--- src/rtl/alu_exec_ctrl_if.sv ---
// ----------------------------------------------------------------------------
// alu_exec_ctrl_if
// Instruction issue / retire bundle between an issuing agent (master) and the
// execute-stage controller alu_exec_ctrl (slave).
//   in_valid/in_ready       instruction handshake, transfer when both are 1
//   in_op                   ALUControl code of the instruction
//   in_rd/in_rs1/in_rs2     destination and source register addresses
//   done                    1-cycle retire pulse
//   err                     1-cycle reject pulse, only together with done
//   wb_data                 written value, meaningful while done=1
// ----------------------------------------------------------------------------
interface alu_exec_ctrl_if #(
    parameter int N  = 32,
    parameter int AW = 3
);
    logic          in_valid;
    logic          in_ready;
    logic [2:0]    in_op;
    logic [AW-1:0] in_rd;
    logic [AW-1:0] in_rs1;
    logic [AW-1:0] in_rs2;
    logic          done;
    logic          err;
    logic [N-1:0]  wb_data;

    modport master (
        output in_valid, in_op, in_rd, in_rs1, in_rs2,
        input  in_ready, done, err, wb_data
    );

    modport slave (
        input  in_valid, in_op, in_rd, in_rs1, in_rs2,
        output in_ready, done, err, wb_data
    );
endinterface

--- src/rtl/alu_exec_ctrl.sv ---
// ----------------------------------------------------------------------------
// alu_exec_ctrl
// Execute-stage controller placed directly upstream of a combinational ALU.
// Holds a DEPTH-entry register file (r0 hard-wired to zero), accepts one
// instruction at a time, presents latched operands to the ALU, captures the
// ALU result/overflow and writes it back to rd. IDLE -> EXEC -> WB -> IDLE,
// so one instruction retires every three cycles.
//
// Ports
//   clk, rst            clock, asynchronous active-high reset
//   ins (slave)         instruction handshake and retire status
//   ld_en/addr/data     direct register-load strobe, usable in any state
//   alu_a/alu_b         operands to the ALU (hold value outside EXEC)
//   alu_ctrl            ALUControl to the ALU (holds value outside EXEC)
//   alu_result/overflow ALU outputs, sampled at the end of EXEC
//   ovf_sticky          set by any retired ADD/SUB overflow, cleared by reset
//   dbg_addr/dbg_data   combinational register-file read port
//
// Optional feature: define ALU_EXEC_OVF_TRAP_EN to reject an overflowing
// ADD/SUB in WB (no write, err=1, wb_data=0). Without it the wrapped result
// is written back normally.
// ----------------------------------------------------------------------------
module alu_exec_ctrl #(
    parameter int N     = 32,
    parameter int DEPTH = 8,
    parameter int AW    = 3
) (
    input  logic          clk,
    input  logic          rst,
    alu_exec_ctrl_if.slave ins,
    input  logic          ld_en,
    input  logic [AW-1:0] ld_addr,
    input  logic [N-1:0]  ld_data,
    output logic [N-1:0]  alu_a,
    output logic [N-1:0]  alu_b,
    output logic [2:0]    alu_ctrl,
    input  logic [N-1:0]  alu_result,
    input  logic          alu_overflow,
    output logic          ovf_sticky,
    input  logic [AW-1:0] dbg_addr,
    output logic [N-1:0]  dbg_data
);

    typedef enum logic [1:0] {IDLE, EXEC, WB} state_t;

`ifdef ALU_EXEC_OVF_TRAP_EN
    localparam bit OVF_TRAP = 1'b1;
`else
    localparam bit OVF_TRAP = 1'b0;
`endif

    function automatic logic op_legal(input logic [2:0] op);
        return op inside {3'b000, 3'b001, 3'b010, 3'b011, 3'b101};
    endfunction

    function automatic logic op_is_arith(input logic [2:0] op);
        return (op == 3'b000) || (op == 3'b001);
    endfunction

    state_t        state_q, state_d;
    logic [2:0]    op_q, op_d;
    logic [AW-1:0] rd_q, rd_d;
    logic [N-1:0]  a_q, a_d;
    logic [N-1:0]  b_q, b_d;
    logic [N-1:0]  res_q, res_d;
    logic          ovf_q, ovf_d;
    logic          ovf_sticky_q, ovf_sticky_d;
    logic [N-1:0]  rf_q [DEPTH];
    logic [N-1:0]  rf_d [DEPTH];
    logic          reject;

    // Operand/control registers only change on the accept edge, so the ALU
    // inputs stay stable from EXEC onward until the next instruction.
    assign alu_a      = a_q;
    assign alu_b      = b_q;
    assign alu_ctrl   = op_q;
    assign ovf_sticky = ovf_sticky_q;
    assign dbg_data   = (dbg_addr == '0) ? '0 : rf_q[dbg_addr];

    always_comb begin
        reject = !op_legal(op_q) || (OVF_TRAP && op_is_arith(op_q) && ovf_q);
    end

    always_comb begin
        state_d      = state_q;
        op_d         = op_q;
        rd_d         = rd_q;
        a_d          = a_q;
        b_d          = b_q;
        res_d        = res_q;
        ovf_d        = ovf_q;
        ovf_sticky_d = ovf_sticky_q;
        rf_d         = rf_q;
        ins.in_ready = 1'b0;
        ins.done     = 1'b0;
        ins.err      = 1'b0;
        ins.wb_data  = '0;

        // Load is applied first so a same-cycle writeback to the same
        // register overrides it.
        if (ld_en && (ld_addr != '0)) begin
            rf_d[ld_addr] = ld_data;
        end

        unique case (state_q)
            IDLE: begin
                ins.in_ready = 1'b1;
                if (ins.in_valid) begin
                    // Operands come from the pre-edge register file; a load in
                    // the same cycle is not forwarded.
                    op_d    = ins.in_op;
                    rd_d    = ins.in_rd;
                    a_d     = (ins.in_rs1 == '0) ? '0 : rf_q[ins.in_rs1];
                    b_d     = (ins.in_rs2 == '0) ? '0 : rf_q[ins.in_rs2];
                    state_d = EXEC;
                end
            end
            EXEC: begin
                res_d   = alu_result;
                ovf_d   = alu_overflow;
                state_d = WB;
            end
            WB: begin
                ins.done = 1'b1;
                ins.err  = reject;
                if (!reject) begin
                    ins.wb_data = res_q;
                    if (rd_q != '0) begin
                        rf_d[rd_q] = res_q;
                    end
                end
                // Sticky flag records overflow even when the trap rejects it.
                if (op_is_arith(op_q) && ovf_q) begin
                    ovf_sticky_d = 1'b1;
                end
                state_d = IDLE;
            end
            default: state_d = IDLE;
        endcase
    end

    always_ff @(posedge clk or posedge rst) begin
        if (rst) begin
            state_q      <= IDLE;
            op_q         <= 3'b000;
            rd_q         <= '0;
            a_q          <= '0;
            b_q          <= '0;
            res_q        <= '0;
            ovf_q        <= 1'b0;
            ovf_sticky_q <= 1'b0;
            for (int i = 0; i < DEPTH; i++) begin
                rf_q[i] <= '0;
            end
        end else begin
            state_q      <= state_d;
            op_q         <= op_d;
            rd_q         <= rd_d;
            a_q          <= a_d;
            b_q          <= b_d;
            res_q        <= res_d;
            ovf_q        <= ovf_d;
            ovf_sticky_q <= ovf_sticky_d;
            rf_q         <= rf_d;
        end
    end

endmodule
--- src/flat_wrapper.sv ---
// flat-port wrapper written by rule: the top's interface ports become plain ports
module alu_exec_ctrl_flat 
#(
    parameter int N     = 32,
    parameter int DEPTH = 8,
    parameter int AW    = 3
)
  (clk, rst, ld_en, ld_addr, ld_data, alu_a, alu_b, alu_ctrl, alu_result, alu_overflow, ovf_sticky, dbg_addr, dbg_data, ins_in_valid, ins_in_op, ins_in_rd, ins_in_rs1, ins_in_rs2, ins_in_ready, ins_done, ins_err, ins_wb_data);
  alu_exec_ctrl_if #(.N(N), .AW(AW)) ins_i ();
  input  logic clk;
  input  logic rst;
  input  logic ld_en;
  input  logic [AW-1:0] ld_addr;
  input  logic [N-1:0] ld_data;
  output logic [N-1:0] alu_a;
  output logic [N-1:0] alu_b;
  output logic [2:0] alu_ctrl;
  input  logic [N-1:0] alu_result;
  input  logic alu_overflow;
  output logic ovf_sticky;
  input  logic [AW-1:0] dbg_addr;
  output logic [N-1:0] dbg_data;
  input wire logic [$bits(ins_i.in_valid)-1:0] ins_in_valid;
  input wire logic [$bits(ins_i.in_op)-1:0] ins_in_op;
  input wire logic [$bits(ins_i.in_rd)-1:0] ins_in_rd;
  input wire logic [$bits(ins_i.in_rs1)-1:0] ins_in_rs1;
  input wire logic [$bits(ins_i.in_rs2)-1:0] ins_in_rs2;
  output wire logic [$bits(ins_i.in_ready)-1:0] ins_in_ready;
  output wire logic [$bits(ins_i.done)-1:0] ins_done;
  output wire logic [$bits(ins_i.err)-1:0] ins_err;
  output wire logic [$bits(ins_i.wb_data)-1:0] ins_wb_data;
  assign ins_i.in_valid = ins_in_valid;
  assign ins_i.in_op = ins_in_op;
  assign ins_i.in_rd = ins_in_rd;
  assign ins_i.in_rs1 = ins_in_rs1;
  assign ins_i.in_rs2 = ins_in_rs2;
  assign ins_in_ready = ins_i.in_ready;
  assign ins_done = ins_i.done;
  assign ins_err = ins_i.err;
  assign ins_wb_data = ins_i.wb_data;
  alu_exec_ctrl #(.N(N), .DEPTH(DEPTH), .AW(AW)) u_core (.clk(clk), .rst(rst), .ins(ins_i), .ld_en(ld_en), .ld_addr(ld_addr), .ld_data(ld_data), .alu_a(alu_a), .alu_b(alu_b), .alu_ctrl(alu_ctrl), .alu_result(alu_result), .alu_overflow(alu_overflow), .ovf_sticky(ovf_sticky), .dbg_addr(dbg_addr), .dbg_data(dbg_data));
endmodule
--- config.mk ---
export PLATFORM = sky130hd
export DESIGN_NAME = alu_exec_ctrl_flat
export DESIGN_NICKNAME = d
export VERILOG_FILES = /design/src/rtl/alu_exec_ctrl_if.sv /design/src/rtl/alu_exec_ctrl.sv /design/src/flat_wrapper.sv
export SDC_FILE = /design/constraint.sdc
export NUM_CORES = 1
export LEC_CHECK = 0
export CORE_MARGIN = 10
export CORE_UTILIZATION = 35
export DETAILED_ROUTE_END_ITERATION = 12
export GPL_TIMING_DRIVEN = 0
export MAX_ROUTING_LAYER = met4
export PLACE_DENSITY = 0.61
export SLEW_MARGIN = 15
export SYNTH_ARGS = -nofsm -noshare
export SYNTH_HDL_FRONTEND = slang
export SYNTH_SLANG_ARGS = --single-unit
--- constraint.sdc ---
create_clock -name clk -period 13.2 [get_ports clk]
set_input_delay 2.64 -clock clk [delete_from_list [all_inputs] [get_ports clk]]
set_output_delay 2.64 -clock clk [all_outputs]
set_load 0.05 [all_outputs]
* After elaboration in Yosys (flattened, before gate mapping)
Index checks and enable logic that the tools add are counted.
** Storage, ports and cells
- Memories kept :: 0
- RAM bits :: 0
- Bits in read-only memories :: 0
- Word-level logic and storage cells :: 80
- Latch bits :: 0
- Output and inout port bits :: 135
- Bits in registers :: 362
** Cells by class
- $add $sub $neg :: 0
- Order comparisons :: 7
- $mul :: 0
- Shift-type cells :: 0
- Muxes and demuxes :: 29
- Div/mod/pow operators :: 0
- Reduce and logical (&&, ||, !) cells :: 16
- Equal/unequal tests :: 7
- Bitwise operators :: 5
** Operator list (count)
- 2-to-1 mux 256 bit :: 4
- bitwise mux 256 bit :: 2
- 2-to-1 mux 32 bit :: 13
- binary-select mux 32 bit (select 3 bit) :: 3
- demux 32 bit (select 3 bit) :: 2
- >= comparator 4 bit, second input constant :: 5
- NOT 3 -> 4 bit :: 5
- logical NOT 3 bit :: 4
- < comparator 4 x 1 -> 1 bit, second input constant :: 2
- equality test 3 x 2 -> 1 bit, second input constant :: 2
- nonzero test 3 bit :: 2
- nonzero test 5 bit :: 1
- logical AND 1 bit :: 4
- one-hot mux 2 bit (2 select lines) :: 1
- AND reduction 2 bit :: 2
- equality test 3 x 1 -> 1 bit, second input constant :: 1
- equality test 3 bit, second input constant :: 1
- 2-to-1 mux 1 bit :: 3
- equality test 2 x 1 -> 1 bit, second input constant :: 1
- equality test 2 bit, second input constant :: 1
- logical NOT 2 bit :: 1
- 2-to-1 mux 2 bit :: 1
- != test 2 bit, second input constant :: 1
- logical NOT 1 bit :: 1
- logical OR 1 bit :: 1

* Logic depth before layout (Yosys ltp)
Gate-level depths: netlist of the first run.
- Depth after elaboration :: 11
- Gate-level depth with buffers :: 6

* Worst setup path after synthesis of the first run
No wires, ideal clock.
- Kind :: in2out
- Start :: input port dbg_addr[0]
- End :: output port dbg_data[0]
- Data required time :: 10.560 ns
- Path buffers :: 3
- Data arrival time :: 4.555 ns
- Slack :: 6.005 ns
- Stages :: 5
- Cells stage by stage :: buf_4 -> buf_2 -> clkbuf_1 -> a22oi_1 -> o21ai_0
** Between the ends
- Word-level cells in the longest chain between the ends :: 5
** Ends and longest elaborated chain
- start, declared :: line flat_wrapper.sv:21 : input logic [AW-1:0] dbg_addr;
- NOT 3 -> 4 bit (implied by the code) :: line alu_exec_ctrl.sv:78 : assign dbg_data = (dbg_addr == '0) ? '0 : rf_q[dbg_addr];
- binary-select mux 32 bit (select 3 bit) :: line alu_exec_ctrl.sv:78
- 2-to-1 mux 32 bit (implied by the code) (2 in a row) :: line alu_exec_ctrl.sv:78
- 2-to-1 mux 32 bit * :: line alu_exec_ctrl.sv:78
- end, declared :: line flat_wrapper.sv:22 : output logic [N-1:0] dbg_data;
Mark *: on every way between the ends. The rest lies on a longest branch, timed or not. The select of a mux whose other input is x is not followed.

* Worst setup path after layout of the first run
- Start :: input port dbg_addr[0]
- End :: output port dbg_data[12]
Same word-level chain as after synthesis.

==> results by group, run 1 <==
Status
  • Status: complete, no violations

Timing
  • RSZ-0062 raised after global routing: no
  • Worst-Margin Slew: 1.154 ns
  • Fmax achieved: 0.1123 GHz
  • Slew Limit Fails: 0
  • Min cycle time layout: approximately 8.9 ns
  • Final Hold Fails: 0
  • Max Clock Skew: about 0.014 ns
  • Fin crit share: 0.6745
  • Slew HR: 0.2304
  • Final WS setup: 4.297 ns
  • Final Setup Violations: 0

Worst setup path
  • Worst R2R Start: u_core.alu_ctrl[0]
  • Startpoint types: input port
  • CP bufs+invs: 5
  • Crit-path max FO: 10
  • CP startpoint: dbg_addr[0]
  • Slowest-stage cell, CP: clkdlybuf4s50_1
  • CP delay by family, top: buffers and inverters
  • Crit. End Element: primary output
  • Critical Path, Cell by Cell: clkdlybuf4s50_1 -> buf_4 -> buf_2 -> clkbuf_1 -> a22oi_1 -> o21ai_0 -> clkdlybuf4s50_1
  • Crit Path Class: input port to primary output
  • Critical Path Max Stage Delay: between 0.9 and 1 ns
  • CP Data Required Time: 10.56 ns
  • Worst path arrival time: 6.26 ns
  • Cell mode on critical path: clkdlybuf4s50_1

Synthesis
  • Largest family of logic cells by synthesized area: multiplexers
  • Mapped Nets: 1728
  • Post-Synth XOR/XNOR Area: 0
  • Mux share of post-synthesis cell area: 0.4228
  • Mapped Area: 20210 µm²
  • Simple-gate share of the synthesized area: 0.03770
  • Syn Inst Count: 1641
  • Synth async-reset ratio: 1.000
  • Top cells by area in the synthesized netlist: dfrtp_1 (41%), mux2_2 (31%), mux2i_1 (6.3%), mux4_2 (3.8%), a22oi_1 (3.4%)
  • Synth warn: 0
  • Most used DFF post-synth: dfrtp_1
  • Post-synth EDFFs: 0
  • Syn Area/Cell: 12.32 µm²
  • Compound-cell area share of the yosys netlist: 0.09640
  • Yosys reg bits: 330
  • Adder-cell share of the synthesized area: 0
  • Yosys top cell by area: dfrtp_1
  • Synth cell types: 34
  • Share of the synthesized area in the top cell type: 0.4086
  • Register area share after synthesis: 0.4086
  • Most common library cells after synthesis: mux2_2 (561), dfrtp_1 (330), mux2i_1 (128)
  • Most common cell in the netlist: mux2_2

Layout
  • Nets@finish: 1988
  • Post-Route Utilization: 0.4307
  • Area grow syn2layout: 22.48%
  • Filler cell count: roughly 5400
  • Fraction of layout cells with a size suffix above 1: 0.3831

Floorplan
  • I/O Pins: roughly 220
  • Core ar.: 57480 µm²
  • Starting Density: 0.3516
  • Die Footprint: about 68000 µm²
  • Die Wd: 260.3 µm
  • Die H: 260.3 µm
  • Rows: slightly below 90

Global route
  • Largest net degree at the start of global routing: 99
  • Vias in the first global route: about 17000
  • Grt total ovfl: 0
  • First-pass GRT wire length: approximately 110 mm
  • Initial antenna violation count: 8
  • GRT Total Usage: 0.2350

Placement
  • DP Wirelength: 52.99 mm
  • I/O Buffers: roughly 220
  • Pre-CTS WS: about 4.4 ns
  • RePlAce Congestion: 0.9036

Detailed routing
  • # DRC: 0
  • Antenna viol nets, final: 0
  • Via/cell ratio: 5.870
  • Via Count: 15850
  • Initial DRC Count: 1458
  • Post-Route WL: about 79 mm
  • Wire per inst: 29.22 µm
  • Drt pass-1 iters: 7

Pwr
  • Peak VDD IR: approximately 0.13 mV
  • Logic pwr share: 0.414
  • Clock power frac: 0.218
  • Switch Pwr: 0.002038 W
  • PwrDens: 212.4 nW/µm²
  • Sw Ratio: 0.3876
  • Seq pwr share: 0.368
  • Leak: 9.941 nW
  • Internal cell power: ~0.0032 W

Clock tree
  • CTS tree: built
  • CTS H-tree depth: 2
  • TritonCTS Buffers: 40
  • Reg clk slew, reported paths: about 0.06 ns
  • Worst-Skew Late Latency: 0.56 ns
  • Clock sink count: 330
  • Post-CTS Hold Fix Bufs: 0
  • Resize count post-CTS: 0
  • Clock Root Buffer: clkbuf_16
  • CTS max path bufs: 3
  • Post-CTS Repair Setup Buffers: 0

Min path
  • HP Start: u_core.ovf_sticky
  • Hold Crit Class: register to register

Flow run
  • Max cap viols: 0
## final cells by class
cell class | instances | area, µm² | share of cell area
multi-input cells | 1165 | 11250 | 0.4547
clock buffers | 55 | 1149 | 0.04640
repair buffers | 218 | 2235 | 0.09028
diodes | 7 | 17.52 | 0.0007077
flip-flops and latches | 330 | 8258 | 0.3336
inverters | 3 | 18.77 | 0.0007582
well taps | 765 | 957.2 | 0.03867
clock inverters | 15 | 177.7 | 0.007178
plain buffers | 143 | 685.7 | 0.02770
## state kept, by name (all words and copies together) (netlist names)
register           cells
u_core.state_q         2
u_core.alu_a          32
u_core.alu_ctrl        3
u_core.res_q          32
u_core.ovf_q           1
u_core.alu_b          32
u_core.rd_q            3
u_core.rf_q          224
u_core.ovf_sticky      1
## through the flow
step	std cells	instance area, µm²	total power [W]	hold WS (ns)	TNS (ns)
after floorplan	1641	20210	0.003374	0.4797	0
after CTS	2694	24740	0.005261	0.4724	0
after global routing	2701	24750	0.005517	0.4770	0
after detailed placement	2624	23410	0.004107	0.4596	0
after global placement	2621	23320	0.004028	0.4524	-1103.33
final	2701	24750	0.005259	0.4676	0
## cells by family after synthesis
| logic type | Yosys count |
|---|---|
| AOI/OAI and AO/OA | 267 |
| buffers and inverters | 146 |
| DFF | 330 |
| muxes | 739 |
| and+or+nand+nor | 159 |
## worst paths after layout
kind	cells after the start	end	slack [ns]
worst max-delay path	7	dbg_data[12]	4.30
worst min-delay path	1	u_core.ovf_sticky	0.47
worst max register to register	5	u_core.rf_q[109]	10.76
worst min register to register	1	u_core.ovf_sticky	0.47
max in group asynchronous	4	u_core.rf_q[153]	9.44
min in group asynchronous	2	u_core.res_q[2]	2.47
## cell usage in the layout, fill, tap and decap left out, types with 7 or more instances in the layout
master | Yosys | final
a31oi_1 | 62 | 62
dfrtp_1 | 330 | 330
clkbuf_8 | 0 | 7
mux4_2 | 34 | 34
mux2_2 | 561 | 561
o22a_1 | 62 | 62
diode_2 | 0 | 7
buf_4 | 16 | 16
buf_1 | 12 | 12
mux2i_1 | 128 | 128
clkinv_2 | 0 | 10
buf_2 | 53 | 53
clkbuf_16 | 0 | 41
nand2_1 | 38 | 38
mux2_1 | 16 | 16
clkdlybuf4s50_1 | 0 | 215
o21ai_0 | 34 | 34
a22oi_1 | 92 | 92
clkbuf_1 | 59 | 66
nor2_1 | 65 | 65
and2_1 | 35 | 35
## metal layers
metal / global-route usage / up-vias / part of all wire
met5: - / - / 0
met4: 0.1006 / 0 / 0.040
met3: 0.04588 / 177 / 0.071
met2: 0.3633 / 723 / 0.46
met1: 0.2969 / 8197 / 0.43
li1: - / 6757 / -
## power groups by stage
stage	Sequential, W	Combinational (W)	Clock, W
after global placement	0.00191	0.00212	0
after floorplan	0.00202	0.00135	0
after global routing	0.00199	0.00232	0.00120
after detailed placement	0.00193	0.00217	0
after CTS	0.00192	0.00218	0.00116
final	0.00193	0.00218	0.00114
Note: power is estimated with default switching activity, not from simulation.
==> run 2: changes to the inputs <==
--- a/config.mk
+++ b/config.mk
@@ -10,7 +10,7 @@
 export DETAILED_ROUTE_END_ITERATION = 12
 export GPL_TIMING_DRIVEN = 0
 export MAX_ROUTING_LAYER = met4
-export PLACE_DENSITY = 0.61
+export PLACE_DENSITY = 0.63
 export SLEW_MARGIN = 15
 export SYNTH_ARGS = -nofsm -noshare
 export SYNTH_HDL_FRONTEND = slang
==> constraint.sdc (replaced) <==
create_clock -name clk -period 7.9 [get_ports clk]
set_input_delay 1.58 -clock clk [delete_from_list [all_inputs] [get_ports clk]]
set_output_delay 1.58 -clock clk [all_outputs]
set_load 0.05 [all_outputs]
==> results by group, run 2 (synthesis results as in run 1) <==
Clock tree
  • CTS max path bufs: 3 (unchanged)
  • Resize count post-CTS: 0 (unchanged)
  • TritonCTS Buffers: 42 (+5.0%)
  • CTS tree: built
  • Clock Root Buffer: clkbuf_16
  • CTS H-tree depth: 2 (unchanged)
  • Post-CTS Hold Fix Bufs: 0 (unchanged)
  • Post-CTS Repair Setup Buffers: 0 (unchanged)
  • Reg clk slew, reported paths: 0.05 ns (about the same)
  • Worst-Skew Late Latency: 0.60 ns (+0.04 ns)
  • Clock sink count: 330 (unchanged)

Pwr
  • PwrDens: 354.4 nW/µm² (+67%)
  • Peak VDD IR: 0.2591 mV (+92%)
  • Leak: 9.987 nW (+0.46%)

Floorplan
  • Die Wd: 260.3 µm (unchanged)
  • Die Footprint: 67750 µm² (unchanged)
  • Die H: 260.3 µm (unchanged)
  • Starting Density: 0.3516 (unchanged)
  • Rows: 88 (unchanged)
  • I/O Pins: 222 (unchanged)
  • Core ar.: 57480 µm² (unchanged)

Layout
  • Nets@finish: 1997 (+0.45%)
  • Largest register by flop count: u_core.rf_q
  • Area of the multi-input gates: 11250 µm² (unchanged)
  • Fraction of layout cells with a size suffix above 1: 0.3836 (+0.0004828)
  • Sequential Area: 8258 µm² (unchanged)
  • Area grow syn2layout: 23.09%
  • Max reg flops: 224 (unchanged)
  • Most frequent cells in the layout: mux2_2 (561), dfrtp_1 (330), clkdlybuf4s50_1 (215), mux2i_1 (128), a22oi_1 (92)
  • Filler cell count: 5385 (-0.46%)
  • Commonest non-fill, non-tap cell in the layout: mux2_2

Timing
  • Min cycle time layout: 6.606 ns
  • Max Clock Skew: 0.03374 ns (+0.02000 ns)
  • Slew HR: 0.2688 (+0.03843)
  • WHS: 0.4738 ns (+0.006251 ns)
  • Setup TNS: 0 ns (unchanged)
  • Final Setup Violations: 0 (unchanged)
  • Fmax achieved: 0.1514 GHz
  • Worst-Margin Slew: 1.097 ns (-0.05764 ns)
  • Final Hold Fails: 0 (unchanged)
  • Slew Limit Fails: 0 (unchanged)
  • RSZ-0062 raised after global routing: no
  • Fin crit share: 0.8362

Worst setup path
  • Crit Path Class: input port to primary output
  • Worst path arrival time: 5.03 ns (-1.23 ns)
  • CP Data Required Time: 6.32 ns (-4.24 ns)
  • Crit. End Element: primary output
  • Startpoint types: input port
  • R2R depth: 4 (-1)
  • Crit-path max FO: 10 (unchanged)

Detailed routing
  • Post-Route WL: 78.57 mm (-0.46%)
  • Initial DRC Count: 1500 (+2.9%)
  • Via/cell ratio: 5.876 (about the same)
  • Drt pass-1 iters: 5 (-2)
  • Wire per inst: 29.02 µm (-0.68%)
  • Via Count: 15910 (+0.32%)
  • Antenna viol nets, final: 0 (unchanged)
  • # DRC: 0 (unchanged)

Global route
  • GRT Total Usage: 0.2338 (-0.001240)
  • Initial antenna violation count: 6 (-2)
  • First-pass GRT wire length: 113.9 mm (-0.60%)
  • Vias in the first global route: 16700 (+0.65%)
  • M3 GR Usage: 0.04955 (+0.003670)
  • GRT busiest layer: met2
  • Met1 GRT Util: 0.2920 (-0.004904)
  • Largest net degree at the start of global routing: 36 (-64%)
  • Grt total ovfl: 0 (unchanged)
  • Grt met2 use: 0.3647 (+0.001454)

Placement
  • I/O Buffers: 215 (unchanged)
  • RePlAce Congestion: 0.9177 (+1.6%)
  • DP Wirelength: 53.18 mm (+0.36%)

Min path
  • Hold Crit Class: register to register
  • Hold Crit Depth: 1 (unchanged)

Status
  • Status: complete, no violations

Flow run
  • Max cap viols: 0 (unchanged)
run 2: cell count changes in the layout (fill, tap and decap cells not counted), sizes merged:
| cell | delta |
|---|---|
| buf | +7 |
| clkbuf | +3 |
| diode | -2 |
| bufinv | -1 |
| clkinv | -1 |
| clkinvlp | +1 |
| inv | -1 |
run 2: layout make-up:
| type | count | share of cell area |
|---|---|---|
| multi-input cells | 1165 | 0.4524 |
| flip-flops and latches | 330 | 0.3320 |
| repair buffers | 225 | 0.09456 |
| clock buffers | 58 | 0.04713 |
| well taps | 765 | 0.03848 |
| plain buffers | 143 | 0.02756 |
| clock inverters | 13 | 0.006790 |
| inverters | 3 | 0.0006036 |
| diodes | 5 | 0.0005030 |
run 2: metrics by stage:
stage	std cells	worst slack (ns)	total power (W)	area [µm²]	util
after global placement	2621	-0.6892	0.006729	23320	0.4058
final	2707	1.294	0.008816	24880	0.4328
after global routing	2706	1.172	0.009250	24870	0.4328
after CTS	2702	1.337	0.008820	24860	0.4326
after floorplan	1641	1.913	0.005639	20210	-
after detailed placement	2631	1.353	0.006875	23520	0.4093
run 2: per-layer routing:
layer	routed length, µm	share of wire
met1	32250	0.41
met2	36300	0.46
met3	6777	0.086
met4	3241	0.041
met5	0	0
run 2: critical path, stage by stage:
cell	delay (ns)
clkdlybuf4s50_1	0.48
buf_4	0.26
buf_2	0.40
clkbuf_1	0.68
a22oi_1	0.14
o21ai_0	0.55
clkdlybuf4s50_1	0.93
run 2: power breakdown:
group / switching [W] / internal (W)
Clock: 0.000790 / 0.00113
Sequential: 0.000835 / 0.00241
Combinational: 0.00181 / 0.00184
Total: 0.00344 / 0.00538
run 2: worst paths after layout:
kind                       slack, ns                end               from
setup / recovery                1.29        dbg_data[0]        dbg_addr[0]
min in group asynchronous       1.39     u_core.rf_q[1]                rst
hold / removal                  0.47  u_core.ovf_sticky  u_core.ovf_sticky
setup reg to reg                5.48    u_core.alu_b[4]  u_core.state_q[1]
hold reg to reg                 0.47  u_core.ovf_sticky  u_core.ovf_sticky
max in group asynchronous       5.24   u_core.alu_a[17]                rst
==> run 3: changes to the inputs <==
--- a/config.mk
+++ b/config.mk
@@ -10,7 +10,7 @@
 export DETAILED_ROUTE_END_ITERATION = 12
 export GPL_TIMING_DRIVEN = 0
 export MAX_ROUTING_LAYER = met4
-export PLACE_DENSITY = 0.63
+export PLACE_DENSITY = 0.61
 export SLEW_MARGIN = 15
 export SYNTH_ARGS = -nofsm -noshare
 export SYNTH_HDL_FRONTEND = slang
==> constraint.sdc (replaced) <==
create_clock -name clk -period 6.8 [get_ports clk]
set_input_delay 1.36 -clock clk [delete_from_list [all_inputs] [get_ports clk]]
set_output_delay 1.36 -clock clk [all_outputs]
set_load 0.05 [all_outputs]
==> results by group, run 3 (synthesis results as in run 1) <==
Layout
  • Post-Route Utilization: 0.4321 (-0.0007620)
  • Max reg flops: 224 (unchanged)
  • Area grow syn2layout: 22.88%
  • Nets@finish: 1996 (-0.050%)
  • Commonest non-fill, non-tap cell in the layout: mux2_2
  • Fraction of layout cells with a size suffix above 1: 0.3860 (+0.002382)
  • Most frequent cells in the layout: mux2_2 (561), dfrtp_1 (330), clkdlybuf4s50_1 (215), mux2i_1 (128), a22oi_1 (92)
  • Largest register by flop count: u_core.rf_q

Worst setup path
  • Crit-path max FO: 10 (unchanged)
  • Worst path arrival time: 4.88 ns (-0.15 ns)
  • CP Data Required Time: 5.44 ns (-0.88 ns)
  • Crit. End Element: primary output
  • Crit Path Class: input port to primary output
  • R2R depth: 4 (unchanged)
  • Startpoint types: input port

Pwr
  • Leak: 9.963 nW (-0.23%)
  • PwrDens: 407.0 nW/µm² (+15%)
  • Switch Pwr: 0.003982 W (+16%)
  • Sw Ratio: 0.3940 (+0.003920)
  • Internal cell power: 0.006125 W (+14%)
  • Logic pwr share: 0.419 (+0.005)
  • Peak VDD IR: 0.2319 mV (-11%)
  • Seq pwr share: 0.371 (+0.003)
  • Clock power frac: 0.210 (-0.008)

Global route
  • First-pass GRT wire length: 114.3 mm (+0.35%)
  • Initial antenna violation count: 9 (+3)
  • Vias in the first global route: 16810 (+0.65%)
  • GRT Total Usage: 0.2352 (+0.001396)
  • Largest net degree at the start of global routing: 35 (-2.8%)
  • Grt total ovfl: 0 (unchanged)

Floorplan
  • Starting Density: 0.3516 (unchanged)
  • Die H: 260.3 µm (unchanged)
  • Die Footprint: 67750 µm² (unchanged)
  • Rows: 88 (unchanged)
  • Die Wd: 260.3 µm (unchanged)
  • I/O Pins: 222 (unchanged)
  • Core ar.: 57480 µm² (unchanged)

Detailed routing
  • Wire per inst: 29.20 µm (+0.59%)
  • Via Count: 15990 (+0.51%)
  • Initial DRC Count: 1462 (-2.5%)
  • # DRC: 0 (unchanged)
  • Post-Route WL: 79.15 mm (+0.74%)
  • Via/cell ratio: 5.897 (+0.36%)
  • Drt pass-1 iters: 7 (+2)
  • Antenna viol nets, final: 0 (unchanged)

Clock tree
  • Post-CTS Hold Fix Bufs: 0 (unchanged)
  • Clock sink count: 330 (unchanged)
  • CTS tree: built
  • Post-CTS Repair Setup Buffers: 0 (unchanged)
  • Reg clk slew, reported paths: 0.06 ns (about the same)
  • CTS max path bufs: 3 (unchanged)
  • TritonCTS Buffers: 40 (-4.8%)
  • CTS H-tree depth: 2 (unchanged)
  • Worst-Skew Late Latency: 0.61 ns (about the same)
  • Resize count post-CTS: 0 (unchanged)
  • Clock Root Buffer: clkbuf_16

Timing
  • Max Clock Skew: 0.03665 ns (+0.002907 ns)
  • Final WS setup: 0.5584 ns (-0.7353 ns)
  • Fin crit share: 0.9179
  • Final Hold Fails: 0 (unchanged)
  • Min cycle time layout: 6.242 ns
  • Slew Limit Fails: 0 (unchanged)
  • RSZ-0062 raised after global routing: no
  • Slew HR: 0.2521 (-0.01677)
  • Final Setup Violations: 0 (unchanged)
  • Fmax achieved: around 0.16 GHz
  • Worst-Margin Slew: 1.122 ns (+0.02515 ns)

Placement
  • I/O Buffers: 215 (unchanged)
  • DP Wirelength: 53.43 mm (+0.47%)
  • Pre-CTS WS: 0.5598 ns (-0.7934 ns)
  • RePlAce Congestion: 0.8983 (-2.1%)

Flow run
  • Max cap viols: 0 (unchanged)

Min path
  • Hold Crit Class: register to register
  • Hold Crit Depth: 1 (unchanged)

Status
  • Status: complete, no violations
-- run 3: worst max-delay path, cell delays in order --
cell and delay, ns:
clkdlybuf4s50_1 0.50, buf_4 0.27, buf_2 0.41, clkbuf_1 0.67, a22oi_1 0.13, o21ai_0 0.57
clkdlybuf4s50_1 0.95
-- run 3: worst paths after layout --
| kind | start | endpoint | slack (ns) |
|---|---|---|---|
| worst max-delay path | dbg_addr[0] | dbg_data[0] | 0.56 |
| worst min-delay path | u_core.ovf_sticky | u_core.ovf_sticky | 0.47 |
| worst max register to register | u_core.state_q[0] | u_core.alu_b[4] | 4.33 |
| worst min register to register | u_core.ovf_sticky | u_core.ovf_sticky | 0.47 |
| max in group asynchronous | rst | u_core.res_q[17] | 4.40 |
| min in group asynchronous | rst | u_core.rf_q[67] | 1.15 |
-- run 3: stage by stage --
| stage | std cells | setup TNS (ns) | hold slack, ns | area, µm² | total power, W |
|---|---|---|---|---|---|
| final | 2711 | 0 | 0.4747 | 24830 | 0.01011 |
| after global routing | 2711 | 0 | 0.5029 | 24830 | 0.01062 |
| after CTS | 2703 | 0 | 0.4803 | 24810 | 0.01012 |
| after detailed placement | 2632 | 0 | 0.4670 | 23540 | 0.007973 |
| after global placement | 2621 | -541.00 | 0.4545 | 23320 | 0.007820 |
| after floorplan | 1641 | 0 | 0.4797 | 20210 | 0.006551 |
-- run 3: cell type report --
class | count | area [µm²]
plain buffers | 143 | 685.7
inverters | 3 | 15.01
flip-flops and latches | 330 | 8258
well taps | 765 | 957.2
clock inverters | 18 | 160.2
clock buffers | 53 | 1110
fillers | 5425 | 32640
diodes | 8 | 20.02
repair buffers | 226 | 2372
multi-input cells | 1165 | 11250
-- run 3: power by group through the flow --
| stage | combinational (W) | sequential (W) | clock, W |
|---|---|---|---|
| floorplan | 0.00262 | 0.00393 | 0 |
| global placement | 0.00412 | 0.00370 | 0 |
| detailed placement | 0.00422 | 0.00375 | 0 |
| CTS | 0.00424 | 0.00372 | 0.00216 |
| global route | 0.00450 | 0.00387 | 0.00224 |
| finish | 0.00424 | 0.00375 | 0.00212 |
-- run 3: metal layers --
| layer | GRT usage | up-vias | share of wire |
|---|---|---|---|
| met5 | - | - | 0 |
| met4 | 0.1006 | 0 | 0.043 |
| met3 | 0.05312 | 241 | 0.082 |
| met2 | 0.3671 | 835 | 0.47 |
| met1 | 0.2896 | 8117 | 0.41 |
| li1 | - | 6793 | - |
